--- src/rtl/p405s_trc_fifo_ctl_pkg.sv ---
// Shared constants and types for the trace FIFO sequencing controller.
package p405s_trc_pkg;

  localparam int TRC_DEPTH = 16;
  localparam int TRC_AW    = 4;
  localparam int TRC_CNT_W = 5;

  localparam logic [TRC_AW-1:0]    TRC_PTR_RST  = '0;
  localparam logic [TRC_AW-1:0]    TRC_PTR_ONE  = TRC_AW'(1);
  localparam logic [TRC_CNT_W-1:0] TRC_CNT_RST  = '0;
  localparam logic [TRC_CNT_W-1:0] TRC_CNT_ONE  = TRC_CNT_W'(1);
  localparam logic [TRC_CNT_W-1:0] TRC_CNT_FULL = TRC_CNT_W'(TRC_DEPTH);

  // Occupancy state, tracked alongside the count for debug visibility.
  typedef enum logic [1:0] {
    OCC_EMPTY   = 2'd0,
    OCC_PARTIAL = 2'd1,
    OCC_FULL    = 2'd2
  } trc_occ_e;

endpackage

--- src/rtl/p405s_trc_fifo_ctl_if.sv ---
// Push/pop control and status bundle between the trace FIFO controller
// and its pusher/popper/datapath neighbours.
//
// Handshake: trcPush is a request that is taken in the same CB edge when
// accepted (trcFifoE1 then carries exactly one set bit); trcPop consumes the
// word on the datapath output and is only honoured while trcFifoRdValid is 1.
// A pop with trcFifoRdValid low is ignored. trcClear overrides both.
interface p405s_trc_fifo_ctl_if;
  import p405s_trc_pkg::*;

  logic                   trcClear;
  logic                   trcWrapMode;
  logic                   trcFreeze;
  logic                   trcPush;
  logic                   trcPop;
  logic [0:TRC_DEPTH-1]   trcFifoE1;
  logic [0:TRC_AW-1]      fifoRdAddrL2;
  logic                   trcFifoEmpty;
  logic                   trcFifoFull;
  logic [0:TRC_CNT_W-1]   trcFifoCount;
  logic                   trcFifoRdValid;
  logic                   trcFifoOvf;
  trc_occ_e               trcOccState;

  modport master (
    output trcClear, trcWrapMode, trcFreeze, trcPush, trcPop,
    input  trcFifoE1, fifoRdAddrL2, trcFifoEmpty, trcFifoFull,
           trcFifoCount, trcFifoRdValid, trcFifoOvf, trcOccState
  );

  modport slave (
    input  trcClear, trcWrapMode, trcFreeze, trcPush, trcPop,
    output trcFifoE1, fifoRdAddrL2, trcFifoEmpty, trcFifoFull,
           trcFifoCount, trcFifoRdValid, trcFifoOvf, trcOccState
  );

endinterface

--- src/rtl/p405s_trc_onehot_dec.sv ---
// Pointer to one-hot line-enable decoder; big-endian output, bit i = line i.
module p405s_trc_onehot_dec
  import p405s_trc_pkg::*;
#(
  parameter int DEPTH = TRC_DEPTH,
  parameter int AW    = TRC_AW
) (
  input  logic [AW-1:0]    ptr,
  input  logic             en,
  output logic [0:DEPTH-1] oneHot
);

  // Single set bit at the pointed line, all zero when disabled.
  always_comb begin
    oneHot = '0;
    if (en) oneHot[ptr] = 1'b1;
  end

endmodule

--- src/rtl/p405s_trc_fifo_ctl.sv ---
// Trace FIFO sequencing controller: owns write/read pointers, occupancy
// count and overflow status for the 16-line trace datapath.
module p405s_trc_fifo_ctl
  import p405s_trc_pkg::*;
(
  input  logic                  CB,
  input  logic                  resetL,
  p405s_trc_fifo_ctl_if.slave   trc
);

  logic [TRC_AW-1:0]    wrPtr;
  logic [TRC_AW-1:0]    rdPtr;
  logic [TRC_CNT_W-1:0] count;
  logic [TRC_CNT_W-1:0] countNext;
  logic                 ovf;
  trc_occ_e             occState;

  logic full;
  logic empty;
  logic pushLive;
  logic popAcc;
  logic pushAcc;
  logic overwrite;
  logic dropped;

  assign full  = (count == TRC_CNT_FULL);
  assign empty = (count == TRC_CNT_RST);

  // A push that is neither frozen nor cleared; whether it lands depends on room.
  assign pushLive  = trc.trcPush & ~trc.trcFreeze & ~trc.trcClear;
  assign popAcc    = trc.trcPop & ~empty & ~trc.trcClear;
  assign pushAcc   = pushLive & (~full | trc.trcWrapMode | popAcc);
  // Full with no simultaneous pop: either the oldest line is overwritten
  // (wrap mode) or the word is dropped. Both are overflow events.
  assign overwrite = pushAcc & full & ~popAcc;
  assign dropped   = pushLive & ~pushAcc;

  // Occupancy after this edge; an overwrite leaves the count at full.
  always_comb begin
    countNext = count;
    if (pushAcc && !popAcc && !full) countNext = count + TRC_CNT_ONE;
    else if (popAcc && !pushAcc)     countNext = count - TRC_CNT_ONE;
  end

  // Pointer, count, sticky overflow and occupancy-state registers.
  always_ff @(posedge CB or negedge resetL) begin
    if (!resetL) begin
      wrPtr    <= TRC_PTR_RST;
      rdPtr    <= TRC_PTR_RST;
      count    <= TRC_CNT_RST;
      ovf      <= 1'b0;
      occState <= OCC_EMPTY;
    end else if (trc.trcClear) begin
      wrPtr    <= TRC_PTR_RST;
      rdPtr    <= TRC_PTR_RST;
      count    <= TRC_CNT_RST;
      ovf      <= 1'b0;
      occState <= OCC_EMPTY;
    end else begin
      if (pushAcc)             wrPtr <= wrPtr + TRC_PTR_ONE;
      if (popAcc || overwrite) rdPtr <= rdPtr + TRC_PTR_ONE;
      count <= countNext;
      if (overwrite || dropped) ovf <= 1'b1;
      case (occState)
        OCC_EMPTY:   if (pushAcc) occState <= OCC_PARTIAL;
        OCC_PARTIAL: begin
          if (countNext == TRC_CNT_FULL)     occState <= OCC_FULL;
          else if (countNext == TRC_CNT_RST) occState <= OCC_EMPTY;
        end
        OCC_FULL:    if (popAcc && !pushAcc) occState <= OCC_PARTIAL;
        default:     occState <= OCC_EMPTY;
      endcase
    end
  end

  // Write enables are forced off while reset is asserted.
  p405s_trc_onehot_dec #(
    .DEPTH (TRC_DEPTH),
    .AW    (TRC_AW)
  ) u_wrDec (
    .ptr    (wrPtr),
    .en     (pushAcc & resetL),
    .oneHot (trc.trcFifoE1)
  );

  assign trc.fifoRdAddrL2   = rdPtr;
  assign trc.trcFifoCount   = count;
  assign trc.trcFifoEmpty   = empty;
  assign trc.trcFifoFull    = full;
  assign trc.trcFifoRdValid = ~empty;
  assign trc.trcFifoOvf     = ovf;
  assign trc.trcOccState    = occState;

endmodule
--- src/flat_wrapper.sv ---
// flat-port wrapper written by rule: the top's interface ports become plain ports
module p405s_trc_fifo_ctl_flat import p405s_trc_pkg::*;
  (CB, resetL, trc_trcClear, trc_trcWrapMode, trc_trcFreeze, trc_trcPush, trc_trcPop, trc_trcFifoE1, trc_fifoRdAddrL2, trc_trcFifoEmpty, trc_trcFifoFull, trc_trcFifoCount, trc_trcFifoRdValid, trc_trcFifoOvf, trc_trcOccState);
  p405s_trc_fifo_ctl_if trc_i ();
  input  logic CB;
  input  logic resetL;
  input wire logic [$bits(trc_i.trcClear)-1:0] trc_trcClear;
  input wire logic [$bits(trc_i.trcWrapMode)-1:0] trc_trcWrapMode;
  input wire logic [$bits(trc_i.trcFreeze)-1:0] trc_trcFreeze;
  input wire logic [$bits(trc_i.trcPush)-1:0] trc_trcPush;
  input wire logic [$bits(trc_i.trcPop)-1:0] trc_trcPop;
  output wire logic [$bits(trc_i.trcFifoE1)-1:0] trc_trcFifoE1;
  output wire logic [$bits(trc_i.fifoRdAddrL2)-1:0] trc_fifoRdAddrL2;
  output wire logic [$bits(trc_i.trcFifoEmpty)-1:0] trc_trcFifoEmpty;
  output wire logic [$bits(trc_i.trcFifoFull)-1:0] trc_trcFifoFull;
  output wire logic [$bits(trc_i.trcFifoCount)-1:0] trc_trcFifoCount;
  output wire logic [$bits(trc_i.trcFifoRdValid)-1:0] trc_trcFifoRdValid;
  output wire logic [$bits(trc_i.trcFifoOvf)-1:0] trc_trcFifoOvf;
  output wire logic [$bits(trc_i.trcOccState)-1:0] trc_trcOccState;
  assign trc_i.trcClear = trc_trcClear;
  assign trc_i.trcWrapMode = trc_trcWrapMode;
  assign trc_i.trcFreeze = trc_trcFreeze;
  assign trc_i.trcPush = trc_trcPush;
  assign trc_i.trcPop = trc_trcPop;
  assign trc_trcFifoE1 = trc_i.trcFifoE1;
  assign trc_fifoRdAddrL2 = trc_i.fifoRdAddrL2;
  assign trc_trcFifoEmpty = trc_i.trcFifoEmpty;
  assign trc_trcFifoFull = trc_i.trcFifoFull;
  assign trc_trcFifoCount = trc_i.trcFifoCount;
  assign trc_trcFifoRdValid = trc_i.trcFifoRdValid;
  assign trc_trcFifoOvf = trc_i.trcFifoOvf;
  assign trc_trcOccState = trc_i.trcOccState;
  p405s_trc_fifo_ctl u_core (.CB(CB), .resetL(resetL), .trc(trc_i));
endmodule
--- config.mk ---
export PLATFORM = sky130hd
export DESIGN_NAME = p405s_trc_fifo_ctl_flat
export DESIGN_NICKNAME = d
export VERILOG_FILES = /design/src/rtl/p405s_trc_fifo_ctl_pkg.sv /design/src/rtl/p405s_trc_fifo_ctl_if.sv /design/src/rtl/p405s_trc_onehot_dec.sv /design/src/rtl/p405s_trc_fifo_ctl.sv /design/src/flat_wrapper.sv
export SDC_FILE = /design/constraint.sdc
export NUM_CORES = 1
export LEC_CHECK = 0
export CORE_MARGIN = 2
export CORE_UTILIZATION = 44
export CTS_CLUSTER_DIAMETER = 100
export CTS_CLUSTER_SIZE = 8
export DETAILED_ROUTE_END_ITERATION = 8
export GPL_ROUTABILITY_DRIVEN = 0
export PLACE_DENSITY = 0.79
export SLEW_MARGIN = 20
export SYNTH_ARGS = -nofsm -noshare
export SYNTH_HDL_FRONTEND = slang
export SYNTH_HIERARCHICAL = 1
export SYNTH_SLANG_ARGS = --single-unit
--- constraint.sdc ---
create_clock -name CB -period 3.75 [get_ports CB]
set_input_delay 0.9375 -clock CB [delete_from_list [all_inputs] [get_ports CB]]
set_output_delay 0.9375 -clock CB [all_outputs]
set_load 0.05 [all_outputs]
**After elaboration in Yosys (flattened, before gate mapping)**

Cells that the tools add are included.

- Logic and storage cells: 70
- Flip-flop bits (word level): 16
- Output and inout bits: 31

- Mux-type cells: 18
- Add/sub/neg operators: 4
- Equality and inequality tests: 7
- Reduce and logical (&&, ||, !) cells: 16
- Bitwise gates (word level): 18
- Order comparisons: 2

Operators by type and width:

| kind | count |
|---|---|
| two-way mux 16 bit | 1 |
| two-way mux 4 bit | 4 |
| two-way mux 5 bit | 3 |
| == test 5 bit (second input constant) | 2 |
| logical NOT 5 bit | 2 |
| two-way mux 2 bit | 5 |
| bitwise AND 1 bit | 9 |
| adder 4 x 1 -> 4 bit (second input constant) | 2 |
| inequality test 3 x 2 -> 1 bit (second input constant) | 2 |
| inverter 1 bit | 6 |
| one-hot mux 2 bit (3 select lines) | 1 |
| nonzero test 2 bit | 3 |
| adder 5 x 1 -> 5 bit (second input constant) | 1 |
| greater-or-equal comparator 5 bit (second input constant) | 1 |
| < comparator 5 x 1 -> 1 bit (second input constant) | 1 |
| inverter 4 -> 5 bit | 1 |
| subtractor 5 x 1 -> 5 bit (second input constant) | 1 |
| demux 1 bit (select 4 bit) | 1 |
| logical AND 1 bit | 4 |
| inequality test 4 x 2 -> 1 bit (second input constant) | 1 |
| logical NOT 1 bit | 3 |
| two-way mux 1 bit | 3 |
| AND reduction 3 bit | 1 |
| == test 2 x 1 -> 1 bit (second input constant) | 1 |
| other kinds (4) | 6 |

**Longest topological paths before layout**

Gate-level depths: netlist of run 1.

- Word-level depth: 15
- Mapped depth: 10
- Mapped depth without buffers: 9

**Cells and area by module**

The synthesis of run 1 kept the hierarchy.

By module, submodules not included:

| module | cells an instance | area each (µm²) | times used |
|---|---|---|---|
| p405s_trc_fifo_ctl | 100 | 973.4 | 1 |
| p405s_trc_onehot_dec | 23 | 120.1 | 1 |

**Worst setup path after synthesis of run 1**

OpenSTA, ideal clock, no wires.

- Path type: input port to output port
- Start: in trc_trcPop
- End: out trc_trcFifoE1[11]
- Buffers on the path: 1
- Required time: 2812 ps
- Arrival: 2928 ps
- Path slack: -115 ps
- Stages: 6
- Path through: clkbuf_1 > o41ai_1 > nor2_1 > and2_1 > nand3b_1 > nor3_1

- Cells in the longest elaborated chain, start to end: 6

Ends and longest elaborated chain:

| element | RTL line | RTL |
|---|---|---|
| start: declaration | flat_wrapper.sv:11 | `input wire logic [$bits(trc_i.trcPop)-1:0] trc_trcPop;` |
| bitwise AND 1 bit (2 in series) | p405s_trc_fifo_ctl.sv:31 | `assign popAcc = trc.trcPop & ~empty & ~trc.trcClear;` |
| bitwise OR 1 bit | p405s_trc_fifo_ctl.sv:32 | `assign pushAcc = pushLive & (~full \| trc.trcWrapMode \| popAcc);` |
| bitwise AND 1 bit | p405s_trc_fifo_ctl.sv:32 |  |
| bitwise AND 1 bit | p405s_trc_fifo_ctl.sv:82 | `.en (pushAcc & resetL),` |
| two-way mux 16 bit | p405s_trc_onehot_dec.sv:16 | `if (en) oneHot[ptr] = 1'b1;` |
| end: declaration | flat_wrapper.sv:12 | `output wire logic [$bits(trc_i.trcFifoE1)-1:0] trc_trcFifoE1;` |

Every way passes these cells.

**Worst setup path in the final report of run 1**

- Start: in trc_trcPush
- End: out trc_trcFifoE1[14]

- Cells in the longest elaborated chain, start to end: 5

Ends and longest elaborated chain:

| element | RTL line | RTL |
|---|---|---|
| start: declaration | flat_wrapper.sv:10 | `input wire logic [$bits(trc_i.trcPush)-1:0] trc_trcPush;` |
| bitwise AND 1 bit (2 in series) | p405s_trc_fifo_ctl.sv:30 | `assign pushLive = trc.trcPush & ~trc.trcFreeze & ~trc.trcClear;` |
| bitwise AND 1 bit | p405s_trc_fifo_ctl.sv:32 |  |
| bitwise AND 1 bit | p405s_trc_fifo_ctl.sv:82 |  |
| two-way mux 16 bit | p405s_trc_onehot_dec.sv:16 |  |

Every way passes these cells.

==> impl_results.md, run 1 <==
- First-pass GRT wire length: 4570 um
- Initial drt markers: 15
- # setup viols final: 0
- Cells on worst reg2reg path: 8
- Most frequent cells in the layout: nor2_1, clkdlybuf4s50_1, buf_4
- Routed len/inst: 14.0 um
- Core area: 0.00241 mm^2
- FF-to-FF setup slack: 1.13 ns
- Final hold slack: 0.514 ns
- Vias in the first global route: 1023
- Startpoint Class: input pin
- End of the worst register-to-register path: u_core/trc.trcOccState[1]$_DFFE_PN0P_
- Number of synthesized flops with an enable pin: 0
- Period minus WS final: 3.67 ns
- Die X: 53.9 um
- Crit share post-route: 97.9%
- Critical Path End: trc_trcFifoE1[14]
- Post-synthesis sequential area ratio: 36.6%
- HP Class: flip-flop to flip-flop
- H-Tree Depth: 1
- Fraction of layout cells with a size suffix above 1: 26.9%
- Peak VDD IR: 0.501 mV
- Clk pin slew, worst setup/hold paths: 0.10 ns
- Setup crit start: trc_trcPush
- Total CTS buffers: 3
- Area of the mapped netlist: 0.00109 mm^2
- R2r startpoint: u_core/trc.trcFifoCount[3]$_DFF_PN0_
- # rows: 18
- Initial Util: 45.4%
- Total track usage: 21.6%
- Via Count: 1064
- Leakage: 0.000694 uW
- Post-Syn Instances: 123
- Die area: 0.00290 mm^2
- Most common cell after layout, fill and taps aside: nor2_1
- Hold_buf cts: 0
- Area Growth Syn to Fin: 47.3%
- Fin Setup TNS: 0 ns
- Die Y: 53.9 um
- Critical path's largest stage delay: 0.47 ns
- Clock skew: 0.00218 ns
- Kind of critical path: input pin to output pin
- Syn. warnings: 6
- Fin worst setup slack: 0.0797 ns
- Avg Cell Area, Syn: 8.89 um^2
- Crit Path Max Fanout: 4
- WP buf/inv: 2
- CTS Root Buffer Type: clkbuf_4
- PwrDens: 548 mW/mm^2
- IO Count: 38
- Async set-reset flop share out of synthesis: 100%
- Post-synth net total: 135
- Pre-CTS setup slack: 0.0622 ns
- Most used cell, CP: nor2_1
- Total grt overflow: 0
- DRC: 0
- PortBufs: 37
- DP HPWL: 2130 um
- Post-synthesis cell type count: 41
- Run status: finished, final reports clean
- RSZ-0062 raised after global routing: false
- Hold Violations, Final: 0
- Via density: 5.40
- Ant diodes: 0
- Seq cells post-synth: 16
- Largest net degree at the start of global routing: 24
- CTS tree: built
- WP depth: 8
- Max-cap viol count: 0
- CP delay by family, top: simple AND/OR/NAND/NOR gates
- Critical Path RT: 2.81 ns
- WL final: 2760 um
- Final Slew Violations: 0
- Synth Flop Type: dfrtp_1
- DRT antenna net count: 0
- Clock sinks: 16
- CP max-delay cell: clkdlybuf4s50_1
- Detailed Routing Iterations Pass 1: 4
- Worst-margin pin slew: 0.516 ns
- Max Clock Freq: 272 MHz
- Worst-path cell chain: clkdlybuf4s50_1 > nor2b_2 > o41ai_2 > nor2_1 > and2_1 > or3b_4 > nor2_1 > buf_12
- Insertion delay to the later sink of the worst-skew pair: 0.28 ns
- Clk buf depth: 2
- Nets: 180
- Worst Path Arrival: 2.73 ns
- Initial antenna violation count: 0
- Slew headroom: 65.5%
- Critical Path End Type: output pin
-- per-stage QoR --
step / cells / cell area [um^2] / power, uW / utilization, %
floorplan: 123 / 1110 / 628 / -
global placement: 193 / 1560 / 751 / 64.5
detailed placement: 193 / 1560 / 769 / 64.5
CTS: 197 / 1590 / 888 / 66.0
global route: 197 / 1610 / 939 / 66.8
finish: 197 / 1610 / 883 / 66.8
-- worst min-delay path by stage --
stage                                                 start                           endpoint  slack [ns]  cells after the start
final                     u_core/trc.trcFifoOvf$_DFFE_PN0P_  u_core/trc.trcFifoOvf$_DFFE_PN0P_        0.51                      2
after global routing      u_core/trc.trcFifoOvf$_DFFE_PN0P_  u_core/trc.trcFifoOvf$_DFFE_PN0P_        0.58                      2
after CTS                 u_core/trc.trcFifoOvf$_DFFE_PN0P_  u_core/trc.trcFifoOvf$_DFFE_PN0P_        0.51                      2
after detailed placement  u_core/trc.trcFifoOvf$_DFFE_PN0P_  u_core/trc.trcFifoOvf$_DFFE_PN0P_        0.49                      2
after global placement    u_core/trc.trcFifoOvf$_DFFE_PN0P_  u_core/trc.trcFifoOvf$_DFFE_PN0P_        0.49                      2
after floorplan                 u_core/wrPtr[3]$_DFFE_PN0N_        u_core/wrPtr[3]$_DFFE_PN0N_        0.56                      2
-- flip-flops by register name, summed over array words and instances (netlist names) --
| signal | count |
|---|---|
| u_core/trc.trcOccState | 2 |
| u_core/trc.trcFifoOvf | 1 |
| u_core/wrPtr | 4 |
| u_core/trc.fifoRdAddrL2 | 4 |
| u_core/trc.trcFifoCount | 5 |
-- what timing repair did --
action | 4_1_cts | 5_1_grt
gates resized for setup | 0 | 4
endpoints found under the setup margin | 0 | 16
buffers inserted | 0 | 0
-- layout make-up --
class | count | area (um^2)
Timing Repair Buffer | 44 | 433
Sequential cell | 16 | 400
Clock buffer | 4 | 36.3
Tap cell | 30 | 37.5
Multi-Input combinational cell | 96 | 677
Inverter | 7 | 26.3
Fill cell | 218 | 800
-- cells by family (layout without fill, tap and decap cells) --
group | after synthesis | after routing | synth area share [%]
mux | 3 | 3 | 2.97
buf+inv | 11 | 55 | 4.58
simple gates | 63 | 63 | 31.1
fa+ha+maj | 5 | 5 | 5.72
flops | 16 | 16 | 36.6
compound gates | 16 | 16 | 11.8
xor+xnor | 9 | 9 | 7.21
-- power breakdown --
group	leakage, uW	internal [uW]	switching [uW]	total [uW]
Sequential	0.000219	200	44.8	245
Combinational	0.000454	194	329	523
Clock	0.0000210	59.1	56.3	115
Total	0.000694	453	430	883
-- worst register-to-register path: cells and delay by family, from the launching register on --
kind / cells / cell delay (ns)
compound gates: 3 / 0.90
simple gates: 2 / 0.68
flops: 1 / 0.47
buf+inv: 1 / 0.11
fa+ha+maj: 1 / 0.20
xor+xnor: 1 / 0.18
-- routing by layer --
layer	GRT usage, %	part of all wire, %	vias up
li1	-	-	521
met1	27.4	44	506
met2	38.6	50	37
met3	5.28	5.7	0
met4	1.28	0	0
met5	0	0	-
-- cells in the mapped netlist, types with 2 or more instances --
library cell / n / area share (%)
nand2b_1: 5 / 2.9
ha_1: 5 / 5.7
dfrtp_1: 16 / 37
a21oi_1: 3 / 1.4
inv_1: 6 / 2.1
nand2_1: 6 / 2.1
nor2_1: 26 / 8.9
nand3b_1: 3 / 2.1
o21ai_0: 2 / 0.92
nor3_1: 5 / 2.3
a32oi_1: 2 / 1.6
xor2_1: 6 / 4.8
mux2_2: 2 / 2.1
nand3_1: 4 / 1.8
a31oi_1: 2 / 1.1
nand4_1: 3 / 1.7
xnor2_1: 3 / 2.4
No activity file was read; power rests on OpenSTA's default activity.
==> inputs of run 2 (changes only) <==
- SLEW_MARGIN: 20 -> default
- clock period: 3.75 -> 3.9 ns (I/O delays scaled with it)
==> run 2 against run 1 <==
  * Cell count stayed put
  * Non-clock buffer count stayed put
  * Highest routed layer unchanged
  * Critical endpoint unchanged
  * Wire length is 0.14% lower
  * Clock skew is 0.0010 ns lower
==> impl_results.md, run 2 (synthesized netlist as in run 1, its figures left out) <==
- Final Slew Violations: 0 (unchanged)
- Core area: 0.00241 mm^2 (unchanged)
- RSZ-0062 raised after global routing: false
- Critical Path End Type: output pin
- Fraction of layout cells with a size suffix above 1: 25.1% (-1.8 points)
- HP Class: flip-flop to flip-flop
- Largest register FFs: 5 (unchanged)
- CP max-delay cell: clkdlybuf4s50_1
- PwrDens: 532 mW/mm^2 (-3.1%)
- Nets: 180 (unchanged)
- Leakage: 0.000695 uW (+0.20%)
- Fin Setup TNS: 0 ns (unchanged)
- H-Tree Depth: 1 (unchanged)
- Worst Path Arrival: 2.79 ns (+0.06 ns)
- CP delay by family, top: simple AND/OR/NAND/NOR gates
- Placed cell area: 0.00156 mm^2 (unchanged)
- Ant diodes: 0 (unchanged)
- Total CTS buffers: 3 (unchanged)
- Initial drt markers: 14 (-1)
- Initial Util: 45.4% (unchanged)
- Non-Filler Cell Area, Final: 0.00159 mm^2 (-1.2%)
- Hold_buf cts: 0 (unchanged)
- Crit Path Max Fanout: 4 (unchanged)
- DRC: 0 (unchanged)
- DP HPWL: 2130 um (unchanged)
- Kind of critical path: input pin to output pin
- Insertion delay to the later sink of the worst-skew pair: 0.28 ns (about the same)
- Sequential Area: 400 um^2 (unchanged)
- Area Growth Syn to Fin: 45.5%
- Slew headroom: 64.8% (-0.73 points)
- DRT antenna net count: 0 (unchanged)
- Clk buf depth: 2 (unchanged)
- Largest net degree at the start of global routing: 24 (unchanged)
- Critical path's largest stage delay: 0.47 ns (about the same)
- Most frequent cells in the layout: nor2_1, clkdlybuf4s50_1, buf_4
- R2r startpoint: u_core/trc.trcFifoCount[3]$_DFF_PN0_
- Max Clock Freq: 265 MHz
- Via density: 5.48 (+1.5%)
- Initial antenna violation count: 0 (unchanged)
- Hold_sp: u_core/trc.trcFifoOvf$_DFFE_PN0P_
- Vias in the first global route: 1023 (unchanged)
- Most used cell, CP: nor2_1
- Max-cap viol count: 0 (unchanged)
- CTS tree: built
- PortBufs: 37 (unchanged)
- Hold Violations, Final: 0 (unchanged)
- WP buf/inv: 2 (unchanged)
- Run status: finished, final reports clean
- Period minus WS final: 3.77 ns
- Clk pin slew, worst setup/hold paths: 0.10 ns (about the same)
- Via Count: 1080 (+1.5%)
- Routed len/inst: 14.0 um (-0.14%)
- Startpoint Class: input pin
- Clock sinks: 16 (unchanged)
- Peak VDD IR: 0.480 mV (-4.2%)
- Worst-path cell chain: clkdlybuf4s50_1 > nor2b_1 > o41ai_1 > nor2_1 > and2_1 > or3b_4 > nor2_1 > buf_12
- Most common cell after layout, fill and taps aside: nor2_1
- Area occupied by multi-input gates: 658 um^2 (-2.8%)
- Total track usage: 21.6% (unchanged)
- Setup crit start: trc_trcPush
- Worst-margin pin slew: 0.527 ns (+0.0110 ns)
- Fillcell total: 221 (+1.4%)
- IO Count: 38 (unchanged)
- Design Power: 846 uW (-4.2%)
- Total grt overflow: 0 (unchanged)
- Critical Path RT: 2.92 ns (+0.11 ns)
- # rows: 18 (unchanged)
- First-pass GRT wire length: 4570 um (unchanged)
- Post-CTS setup buffers: 0 (unchanged)
- Die Y: 53.9 um (unchanged)
- CTS Root Buffer Type: clkbuf_4
- Clock skew: 0.00113 ns (-0.00105 ns)
- Detailed Routing Iterations Pass 1: 4 (unchanged)
- Resized Gates After CTS: 0 (unchanged)
- Die X: 53.9 um (unchanged)
- # setup viols final: 0 (unchanged)
- Die area: 0.00290 mm^2 (unchanged)
- Crit share post-route: 96.6%
- WL final: 2760 um (-0.14%)
run 2: layer usage:
layer  global-route usage [%]  vias to the layer above  wire length (um)
met5                        0                        -                 0
met4                     1.28                        0                 0
met3                     5.28                        0               152
met2                     38.6                       37              1390
met1                     27.4                      521              1210
li1                         -                      522                 -
run 2: area by class of cell:
class / instances / area share (%)
timing repair buffer: 44 / 27.2
sequential: 16 / 25.2
tap: 30 / 2.36
multi-input combinational: 96 / 41.4
inverter: 7 / 1.65
clock buffer: 4 / 2.28
run 2: stage by stage:
stage                     hold slack (ns)  utilization (%)  worst slack, ns  std cells
after detailed placement            0.491             64.5            0.137        193
after floorplan                     0.559                -           0.0890        123
final                               0.518             66.0            0.131        197
after global placement              0.486             64.5            0.168        193
after global routing                0.569             66.0          0.00638        197
after CTS                           0.514             66.0            0.131        197
run 2: power breakdown:
| group | internal [uW] | switching [uW] | leakage, uW | total, uW |
|---|---|---|---|---|
| registers | 192 | 42.6 | 0.000219 | 235 |
| logic | 186 | 315 | 0.000456 | 501 |
| clock network | 56.8 | 53.4 | 0.0000210 | 110 |
| total | 435 | 411 | 0.000695 | 846 |
run 2: worst min-delay path: stages, from the launching register on:
cell and delay (ns):
dfrtp_1 0.37, a31oi_1 0.04, nor2_1 0.07
run 2: worst paths after layout:
| check | slack, ns | cells after the start | endpoint |
|---|---|---|---|
| worst min-delay path | 0.52 | 2 | u_core/trc.trcFifoOvf$_DFFE_PN0P_ |
| worst max-delay path | 0.13 | 8 | trc_trcFifoE1[14] |
| worst min register to register | 0.52 | 2 | u_core/trc.trcFifoOvf$_DFFE_PN0P_ |
| worst max register to register | 1.27 | 8 | u_core/trc.trcOccState[1]$_DFFE_PN0P_ |
| max in group asynchronous | 2.64 | 2 | u_core/trc.fifoRdAddrL2[2]$_DFFE_PN0P_ |
| min in group asynchronous | 1.07 | 2 | u_core/trc.trcOccState[0]$_DFFE_PN0P_ |
==> inputs of run 3 (changes only) <==
- CORE_MARGIN: 2 -> 8
==> run 3 against run 2 <==
  * Power grew 0.65%
  * Largest power group unchanged
  * Hold slack lost 0.011 ns
  * Critical endpoint is now trc_trcFifoE1[15]
  * Clock-buffer cell count is the same
  * Largest cell class unchanged
  * Sequential share of layout area shrank 0.29 points
  * Cell area grew 1.2%
  * Highest routed layer is now met4
==> impl_results.md, run 3 (synthesized netlist as in run 1, its figures left out) <==
- # setup viols final: 0 (unchanged)
- Non-Filler Cell Area, Final: 0.00161 mm^2 (+1.2%)
- HP Class: flip-flop to flip-flop
- Area Growth Syn to Fin: 47.3%
- Hold path endpoint: u_core/trc.trcFifoOvf$_DFFE_PN0P_
- Initial Util: 45.4% (unchanged)
- Total grt overflow: 0 (unchanged)
- Post-Layout Cell Count: 197 (unchanged)
- Max-cap viol count: 0 (unchanged)
- Insertion delay to the later sink of the worst-skew pair: 0.28 ns (about the same)
- DP HPWL: 2300 um (+8.1%)
- IO Count: 38 (unchanged)
- Most frequent cells in the layout: nor2_1, clkdlybuf4s50_1, buf_4
- Clock skew: 0.00433 ns (+0.00320 ns)
- R2r startpoint: u_core/trc.trcFifoCount[4]$_DFF_PN0_
- DRC: 0 (unchanged)
- Initial antenna violation count: 0 (unchanged)
- End of the worst register-to-register path: u_core/trc.trcOccState[1]$_DFFE_PN0P_
- Net Sw Frac: 48.8% (+0.23 points)
- Fraction of layout cells with a size suffix above 1: 26.9% (+1.8 points)
- Clock sinks: 16 (unchanged)
- Internal power: 436 uW (+0.21%)
- Critical Path End Type: output pin
- Hold_sp: u_core/trc.trcFifoOvf$_DFFE_PN0P_
- Sequential power share: 27.6% (-0.2 points)
- Fin Setup TNS: 0 ns (unchanged)
- PortBufs: 37 (unchanged)
- WL final: 2990 um (+8.6%)
- PwrDens: 529 mW/mm^2 (-0.52%)
- RSZ-0062 raised after global routing: false
- Peak VDD IR: 0.570 mV (+19%)
- First-pass GRT wire length: 4760 um (+4.1%)
- Period minus WS final: 3.76 ns (-0.0128 ns)
- Crit share post-route: 96.3% (-0.33 points)
- Kind of critical path: input pin to output pin
- Pre-CTS setup slack: 0.130 ns (-0.00733 ns)
- Die X: 65.9 um (+22%)
- Max Clock Freq: 266 MHz (+0.34%)
- # rows: 18 (unchanged)
- DRT antenna net count: 0 (unchanged)
- Clk buf depth: 2 (unchanged)
- Worst Path Arrival: 2.78 ns (about the same)
- Slew headroom: 66.3% (+1.5 points)
- Hold Violations, Final: 0 (unchanged)
- Largest register FFs: 5 (unchanged)
- Worst-margin pin slew: 0.504 ns (-0.0223 ns)
- Via density: 5.49 (about the same)
- Core area: 0.00241 mm^2 (unchanged)
- Final Slew Violations: 0 (unchanged)
- Initial drt markers: 32 (+18)
- Detailed Routing Iterations Pass 1: 4 (unchanged)
- Fin worst setup slack: 0.144 ns (+0.0128 ns)
- Nets: 180 (unchanged)
- Leakage: 0.000693 uW (-0.37%)
- Logic pwr share: 59.4% (+0.2 points)
- Most common cell after layout, fill and taps aside: nor2_1
- H-Tree Depth: 1 (unchanged)
- Routed len/inst: 15.2 um (+8.6%)
- Startpoint Class: input pin
- Largest net degree at the start of global routing: 24 (unchanged)
- Total track usage: 13.5% (-8.1 points)
- CTS tree: built
- Die Y: 65.9 um (+22%)
- Die area: 0.00434 mm^2 (+50%)
- Ant diodes: 0 (unchanged)
- Critical Path RT: 2.92 ns (about the same)
- Util after Layout: 66.8% (+0.78 points)
- Crit Path Max Fanout: 4 (unchanged)
- FF-to-FF setup slack: 1.22 ns (-0.05 ns)
- Hold path depth: 2 (unchanged)
- Hold_buf cts: 0 (unchanged)
- Vias in the first global route: 1040 (+1.7%)
- Cells on worst reg2reg path: 8 (unchanged)
- CTS Root Buffer Type: clkbuf_4
- Total CTS buffers: 3 (unchanged)
- Via Count: 1081 (+0.093%)
- Clk pin slew, worst setup/hold paths: 0.10 ns (about the same)
- Placed cell area: 0.00156 mm^2 (unchanged)
- Placed Cells: 193 (unchanged)
- Clock power share: 13.0% (about the same)
- Run status: finished, final reports clean
- Net Switching: 415 uW (+1.1%)
[run 3: cell counts in the layout (fill, tap and decap cells not counted)]
No cell type changed its count.
[run 3: repair_timing]
item	4_1_cts	5_1_grt
setup endpoints to repair	0	14
buffers inserted	0	0
resized for setup	0	4
[run 3: layer usage]
| layer | share of wire (%) | up-vias | global-route usage [%] |
|---|---|---|---|
| met5 | 0 | - | 0 |
| met4 | 0.33 | 0 | 3.27 |
| met3 | 9.3 | 2 | 4.75 |
| met2 | 51 | 44 | 23.9 |
| met1 | 40 | 516 | 14.9 |
| li1 | - | 519 | - |
[run 3: cell type report]
cell class                      instances  area [um^2]
Multi-Input combinational cell         96          677
Inverter                                7         26.3
Tap cell                               30         37.5
Fill cell                             199          800
Clock buffer                            4         36.3
Timing Repair Buffer                   44          433
Sequential cell                        16          400
[run 3: worst max-delay path: stages]
cell and delay [ns]:
clkdlybuf4s50_1 0.47, nor2b_1 0.20, o41ai_2 0.11, nor2_1 0.12
and2_1 0.15, or3b_4 0.43, nor3_4 0.16, buf_12 0.16
[run 3: power groups by stage]
stage               Combinational (uW)  Clock [uW]  Sequential (uW)
global placement                   492           0              235
floorplan                          285           0              319
finish                             505         111              235
detailed placement                 502           0              238
CTS                                503         115              235
global route                       534         120              241
[run 3: worst max-delay path by stage]
stage	from	to	slack, ns	cells after the start
global route	trc_trcPush	trc_trcFifoE1[15]	0.004	8
CTS	trc_trcPush	trc_trcFifoE1[15]	0.12	8
detailed placement	trc_trcPush	trc_trcFifoE1[15]	0.13	8
global placement	trc_trcPush	trc_trcFifoE1[15]	0.17	8
floorplan	trc_trcPop	trc_trcFifoE1[13]	0.09	6
finish	trc_trcPush	trc_trcFifoE1[15]	0.14	8
[run 3: through the flow]
stage	hold slack [ns]	total power, uW
6_report	0.508	851
5_1_grt	0.525	895
4_1_cts	0.514	854
3_5_place_dp	0.491	740
3_3_place_gp	0.485	726
2_1_floorplan	0.559	604
